==> src/rtl/breakout_game_sequencer.sv <==
// breakout_game_sequencer
// Game-level controller for the breakout display path. Moves a round through
// idle, serve, play, miss-freeze, game-over and win phases. Tracks the bricks
// remaining, the lives and a two-digit BCD score. Drives the ball-motion
// enable and the ball/grid re-initialise strobes.
//
// Parameters:
//   NUM_BRICKS   bricks in a full grid (1..127)
//   LIVES_INIT   lives at the start of a game (1..15)
//   SERVE_TICKS  frame ticks the ball is held before an automatic serve
//   MISS_TICKS   frame ticks of freeze after a floor hit
// Ports:
//   clk          game clock, all logic on the rising edge
//   rst          synchronous active-low reset
//   frame_tick   one pulse per displayed frame, times the tick counter
//   start        debounced single-cycle button pulse
//   brick_hit    one pulse per newly destroyed brick
//   floor_hit    one pulse when the ball reaches the floor
//   state        current phase (IDLE=0 SERVE=1 PLAY=2 MISS=3 OVER=4 WIN=5)
//   ball_run     high only in PLAY; gates ball movement
//   ball_reload  one-cycle strobe to recentre the ball above the paddle
//   grid_reload  one-cycle strobe to mark every brick un-hit
//   bricks_left  bricks remaining
//   lives        lives remaining
//   score_ones   BCD ones digit of the score
//   score_tens   BCD tens digit of the score
module breakout_game_sequencer #(
    parameter int NUM_BRICKS  = 60,
    parameter int LIVES_INIT  = 9,
    parameter int SERVE_TICKS = 60,
    parameter int MISS_TICKS  = 30
) (
    input  logic       clk,
    input  logic       rst,
    input  logic       frame_tick,
    input  logic       start,
    input  logic       brick_hit,
    input  logic       floor_hit,
    output logic [2:0] state,
    output logic       ball_run,
    output logic       ball_reload,
    output logic       grid_reload,
    output logic [6:0] bricks_left,
    output logic [3:0] lives,
    output logic [3:0] score_ones,
    output logic [3:0] score_tens
);

    typedef enum logic [2:0] {
        IDLE  = 3'd0,
        SERVE = 3'd1,
        PLAY  = 3'd2,
        MISS  = 3'd3,
        OVER  = 3'd4,
        WIN   = 3'd5
    } phase_t;

    // One counter serves both SERVE and MISS, so it is sized for the longer one.
    localparam int MAX_TICKS = (SERVE_TICKS > MISS_TICKS) ? SERVE_TICKS : MISS_TICKS;
    localparam int CNT_W     = (MAX_TICKS > 1) ? $clog2(MAX_TICKS) : 1;
    localparam logic [CNT_W-1:0] SERVE_LAST = CNT_W'(SERVE_TICKS - 1);
    localparam logic [CNT_W-1:0] MISS_LAST  = CNT_W'(MISS_TICKS - 1);
    localparam logic [6:0] BRICKS_FULL = 7'(NUM_BRICKS);
    localparam logic [3:0] LIVES_FULL  = 4'(LIVES_INIT);

    phase_t           cur, nxt;
    logic [CNT_W-1:0] cnt, cnt_n;
    logic [6:0]       bricks_n;
    logic [3:0]       lives_n, ones_n, tens_n;
    logic             ball_run_n, ball_reload_n, grid_reload_n;

    assign state = cur;

    // State and every output are registered; the reset returns all of them to
    // their start-of-power values without emitting any strobe.
    always_ff @(posedge clk) begin
        if (!rst) begin
            cur         <= IDLE;
            cnt         <= '0;
            bricks_left <= BRICKS_FULL;
            lives       <= LIVES_FULL;
            score_ones  <= 4'd0;
            score_tens  <= 4'd0;
            ball_run    <= 1'b0;
            ball_reload <= 1'b0;
            grid_reload <= 1'b0;
        end else begin
            cur         <= nxt;
            cnt         <= cnt_n;
            bricks_left <= bricks_n;
            lives       <= lives_n;
            score_ones  <= ones_n;
            score_tens  <= tens_n;
            ball_run    <= ball_run_n;
            ball_reload <= ball_reload_n;
            grid_reload <= grid_reload_n;
        end
    end

    // Next-state and next-output logic. ball_run follows the next state so it
    // drops on the very edge that the state leaves PLAY.
    always_comb begin
        nxt           = cur;
        cnt_n         = cnt;
        bricks_n      = bricks_left;
        lives_n       = lives;
        ones_n        = score_ones;
        tens_n        = score_tens;
        ball_reload_n = 1'b0;
        grid_reload_n = 1'b0;

        case (cur)
            IDLE, OVER, WIN: begin
                if (start) begin
                    nxt           = SERVE;
                    cnt_n         = '0;
                    bricks_n      = BRICKS_FULL;
                    lives_n       = LIVES_FULL;
                    ones_n        = 4'd0;
                    tens_n        = 4'd0;
                    ball_reload_n = 1'b1;
                    grid_reload_n = 1'b1;
                end
            end
            SERVE: begin
                if (start) begin
                    nxt   = PLAY;
                    cnt_n = '0;
                end else if (frame_tick) begin
                    if (cnt == SERVE_LAST) begin
                        nxt   = PLAY;
                        cnt_n = '0;
                    end else begin
                        cnt_n = cnt + 1'b1;
                    end
                end
            end
            PLAY: begin
                // The brick is scored first; clearing the grid wins over a
                // coincident floor hit, which then costs no life.
                if (brick_hit && bricks_left != 7'd0) begin
                    bricks_n = bricks_left - 7'd1;
                    if (!(score_tens == 4'd9 && score_ones == 4'd9)) begin
                        if (score_ones == 4'd9) begin
                            ones_n = 4'd0;
                            tens_n = score_tens + 4'd1;
                        end else begin
                            ones_n = score_ones + 4'd1;
                        end
                    end
                    if (bricks_left == 7'd1) begin
                        nxt = WIN;
                    end
                end
                if (nxt != WIN && floor_hit && lives != 4'd0) begin
                    lives_n = lives - 4'd1;
                    nxt     = (lives == 4'd1) ? OVER : MISS;
                end
            end
            MISS: begin
                if (frame_tick) begin
                    if (cnt == MISS_LAST) begin
                        nxt           = SERVE;
                        cnt_n         = '0;
                        ball_reload_n = 1'b1;
                    end else begin
                        cnt_n = cnt + 1'b1;
                    end
                end
            end
            default: begin
                nxt = IDLE;
            end
        endcase

        ball_run_n = (nxt == PLAY);
    end

endmodule

==> config.mk <==
export PLATFORM = sky130hd
export DESIGN_NAME = breakout_game_sequencer
export DESIGN_NICKNAME = d
export VERILOG_FILES = /design/src/rtl/breakout_game_sequencer.sv
export SDC_FILE = /design/constraint.sdc
export NUM_CORES = 1
export LEC_CHECK = 0
export CAP_MARGIN = 20
export CORE_MARGIN = 2
export CORE_UTILIZATION = 56
export CTS_CLUSTER_SIZE = 10
export DETAILED_ROUTE_END_ITERATION = 8
export PLACE_DENSITY = 0.84
export SKIP_CTS_REPAIR_TIMING = 1
export SLEW_MARGIN = 20
export SYNTH_ARGS = -nofsm -noshare
export SYNTH_HDL_FRONTEND = slang
export SYNTH_SLANG_ARGS = --single-unit
==> constraint.sdc <==
create_clock -name clk -period 3.1 [get_ports clk]
set_input_delay 0.62 -clock clk [delete_from_list [all_inputs] [get_ports clk]]
set_output_delay 0.62 -clock clk [all_outputs]
set_load 0.1 [all_outputs]
==> reports/qor.txt <==
# IOs - 31
max-cap check violation count - 0
Gate power share - 0.249
Setup crit start - start
Initial DRT Pass Iterations - 4
final RePlAce weighted congestion - 0.844
FF+latch count, synth - 31
Worst-Margin Slew - 0.517 ns
layout cells sized above 1 - 0.186
EDFF count, synth - 0
drt drc - 0
Routed wire per std cell - 13.2 um
initial core utilization - 0.576
Arr. time, crit path - 2.46 ns
cell chain of the critical path - clkdlybuf4s50_1 > or3b_1 > a211o_1 > or4_1 > o21ai_1
Yosys cell types - 50
post-route ant nets - 0
final worst slack - 0.909 ns
Post-Synthesis Cells - 201
critical path's largest stage delay - 0.54 ns
CTS buffer count - 5
Yosys warning total - 0
vias in the first global route - 1367
hold slack final - 0.506 ns
WL final - 3.56 mm
total die area - 3550 sq um
max frequency - 456 MHz
Area Growth Syn to Fin - 18.5%
hpwl dp - 2.69 mm
Yosys top cell by area - dfxtp_1
core area - 3000 sq um
initial antenna violation count - 0
dominant synthesized flop cell - dfxtp_1
status - finished, final reports clean
critical path capture point - score_tens[0]
Min-Delay Startpoint - cnt[1]
Hold Path Cell Cnt - 2
CP startpoint kind - input pin
category of the critical setup timing path - input pin to flop
Leak - 0.775 nW
crit share post-route - 0.707
CTS tree - yes
Synth area leaders - dfxtp_1 36%, ha_1 8.7%, nand2_1 5.4%
area share of the largest cell type after synthesis - 0.359
switch share - 0.352
ant diodes - 0
largest net degree at the start of global routing - 14
Worst-path clk slew - 0.09 ns
Worst R2R Setup Slack - 0.98 ns
CTS Root Cell - clkbuf_4
Max Slew Vio Count - 0
First DRT Iteration DRCs - 71
H-tree Lvls - 2
CTS max path bufs - 2
Hold/Removal Path Class - flop to flop
Mean Syn Cell Area - 8.60 sq um
Worst Setup End Kind - flop
insertion delay to the later sink of the worst-skew pair - 0.33 ns
syn nets - 219
Via density - 5.80
Reg2Reg Launch Point - state[2]
Post-Place Worst Slack - 0.583 ns
RSZ-0062 raised after global routing - false
Hold Vio Cnt, Final - 0
grt total ovfl - 0
Peak VDD IR - 266 uV
asr flop ratio synth - 0
Max Clock Skew - 0.00494 ns
Reg2Reg Depth - 5
Worst slew margin - 0.652
setup violators final - 0
CTS Sinks - 31
PwrDens - 435 nW/um^2
Die X - 59.6 um
overall via count from detail_route - 1559
mapped cell area - 1730 sq um
Die Height - 59.6 um
CP max stage cell - or3b_1
nets - 254
Final min period - 2.19 ns
internal power - 0.577 mW
Req. time, crit path - 3.37 ns
sequential power share - 0.479
worst-path fanout max - 10
Cell Rows - 20
first-pass GRT wire length - 6.12 mm
Layout Utilization - 0.682
NetSw - 0.314 mW
Clk network pwr share - 0.272
All-Layer GR Usage - 0.228
sequential area share after synthesis - 0.359
PortBufs - 30
Reg-to-Reg End - score_tens[0]
setup TNS - 0 ns
-- Yosys cell counts (2+ instances only) --
library cell / n
and3b_1: 2
nor3_1: 2
o21ai_1: 2
o31ai_1: 3
and3_1: 2
buf_6: 2
o21ai_0: 8
nand2_1: 25
nor2_1: 14
ha_1: 12
o22ai_1: 2
o211ai_1: 3
a31o_2: 2
or3b_2: 2
inv_1: 14
o311ai_0: 4
or3_1: 3
nand3_1: 14
or4_1: 3
a31oi_1: 2
xnor2_1: 6
xor2_1: 5
nand3b_1: 2
nand4_1: 5
a21oi_1: 6
a211oi_1: 2
dfxtp_1: 31
-- power groups by stage --
| stage | registers [mW] | logic (mW) | clock network [mW] |
|---|---|---|---|
| after floorplan | 0.517 | 0.0905 | 0 |
| after global placement | 0.436 | 0.220 | 0 |
| after detailed placement | 0.437 | 0.220 | 0 |
| after CTS | 0.427 | 0.221 | 0.250 |
| after global routing | 0.430 | 0.235 | 0.269 |
| final | 0.427 | 0.221 | 0.242 |
-- per-stage QoR --
| stage | instance area [sq um] | std cells | power, mW |
|---|---|---|---|
| after detailed placement | 1990 | 262 | 0.657 |
| after floorplan | 1730 | 201 | 0.608 |
| after global routing | 2050 | 269 | 0.934 |
| after CTS | 2050 | 269 | 0.898 |
| final | 2050 | 269 | 0.890 |
| after global placement | 1990 | 262 | 0.656 |
-- cells in the final DEF, fill, tap and decap left out, types with 4 or more instances in the layout --
cell type / netlist / layout
a21oi_1: 6 / 6
buf_4: 0 / 27
clkbuf_4: 0 / 5
clkdlybuf4s50_1: 0 / 5
dfxtp_1: 31 / 31
ha_1: 12 / 12
inv_1: 14 / 14
nand2_1: 25 / 25
nand3_1: 14 / 14
nand4_1: 5 / 5
nor2_1: 14 / 14
o21ai_0: 8 / 8
o311ai_0: 4 / 4
xnor2_1: 6 / 6
xor2_1: 5 / 5
-- layer usage --
layer	global-route usage	up-vias	routed length, um	part of all wire
li1	-	801	-	-
met1	0.298	722	1700	0.48
met2	0.359	34	1700	0.48
met3	0.0655	2	141	0.040
met4	0.0762	0	21	0.0059
met5	0	-	0	0
-- registers in the layout, summed over array words and instances, names as in the netlist --
| signal | flops |
|---|---|
| grid_reload | 1 |
| ball_reload | 1 |
| ball_run | 1 |
| bricks_left | 7 |
| cnt | 6 |
| state | 3 |
| score_ones | 4 |
| lives | 4 |
| score_tens | 4 |
-- cell families (layout without fill, tap and decap cells) --
kind of cell / after synthesis / in the layout / share of synthesized area
DFF: 31 / 31 / 0.359
adders and majority gates: 12 / 12 / 0.0868
AOI/OAI and AO/OA: 44 / 44 / 0.179
xor gates and xnor gates: 11 / 11 / 0.0557
and+or+nand+nor: 85 / 85 / 0.271
buffers and inverters: 18 / 53 / 0.0485
-- cell type report --
| type | count | area, sq um |
|---|---|---|
| multi-input combinational | 152 | 1020 |
| tap | 33 | 41.3 |
| fill | 253 | 955 |
| sequential | 31 | 621 |
| clock inverter | 1 | 5.00 |
| inverter | 14 | 52.6 |
| timing repair buffer | 32 | 253 |
| clock buffer | 6 | 51.3 |
-- worst max-delay path, delay by kind of cell --
kind,cells,cell delay (ns)
AND/OR/NAND/NOR,2,0.93
AO/OA/AOI/OAI,2,0.41
buffers and inverters,1,0.50
-- worst min path at each step --
stage | end | slack, ns
6_report | cnt[1] | 0.51
5_1_grt | lives[1] | 0.56
4_1_cts | cnt[1] | 0.51
3_5_place_dp | cnt[1] | 0.49
3_3_place_gp | cnt[1] | 0.49
2_1_floorplan | cnt[1] | 0.47
(Power assumes the default switching activity.)
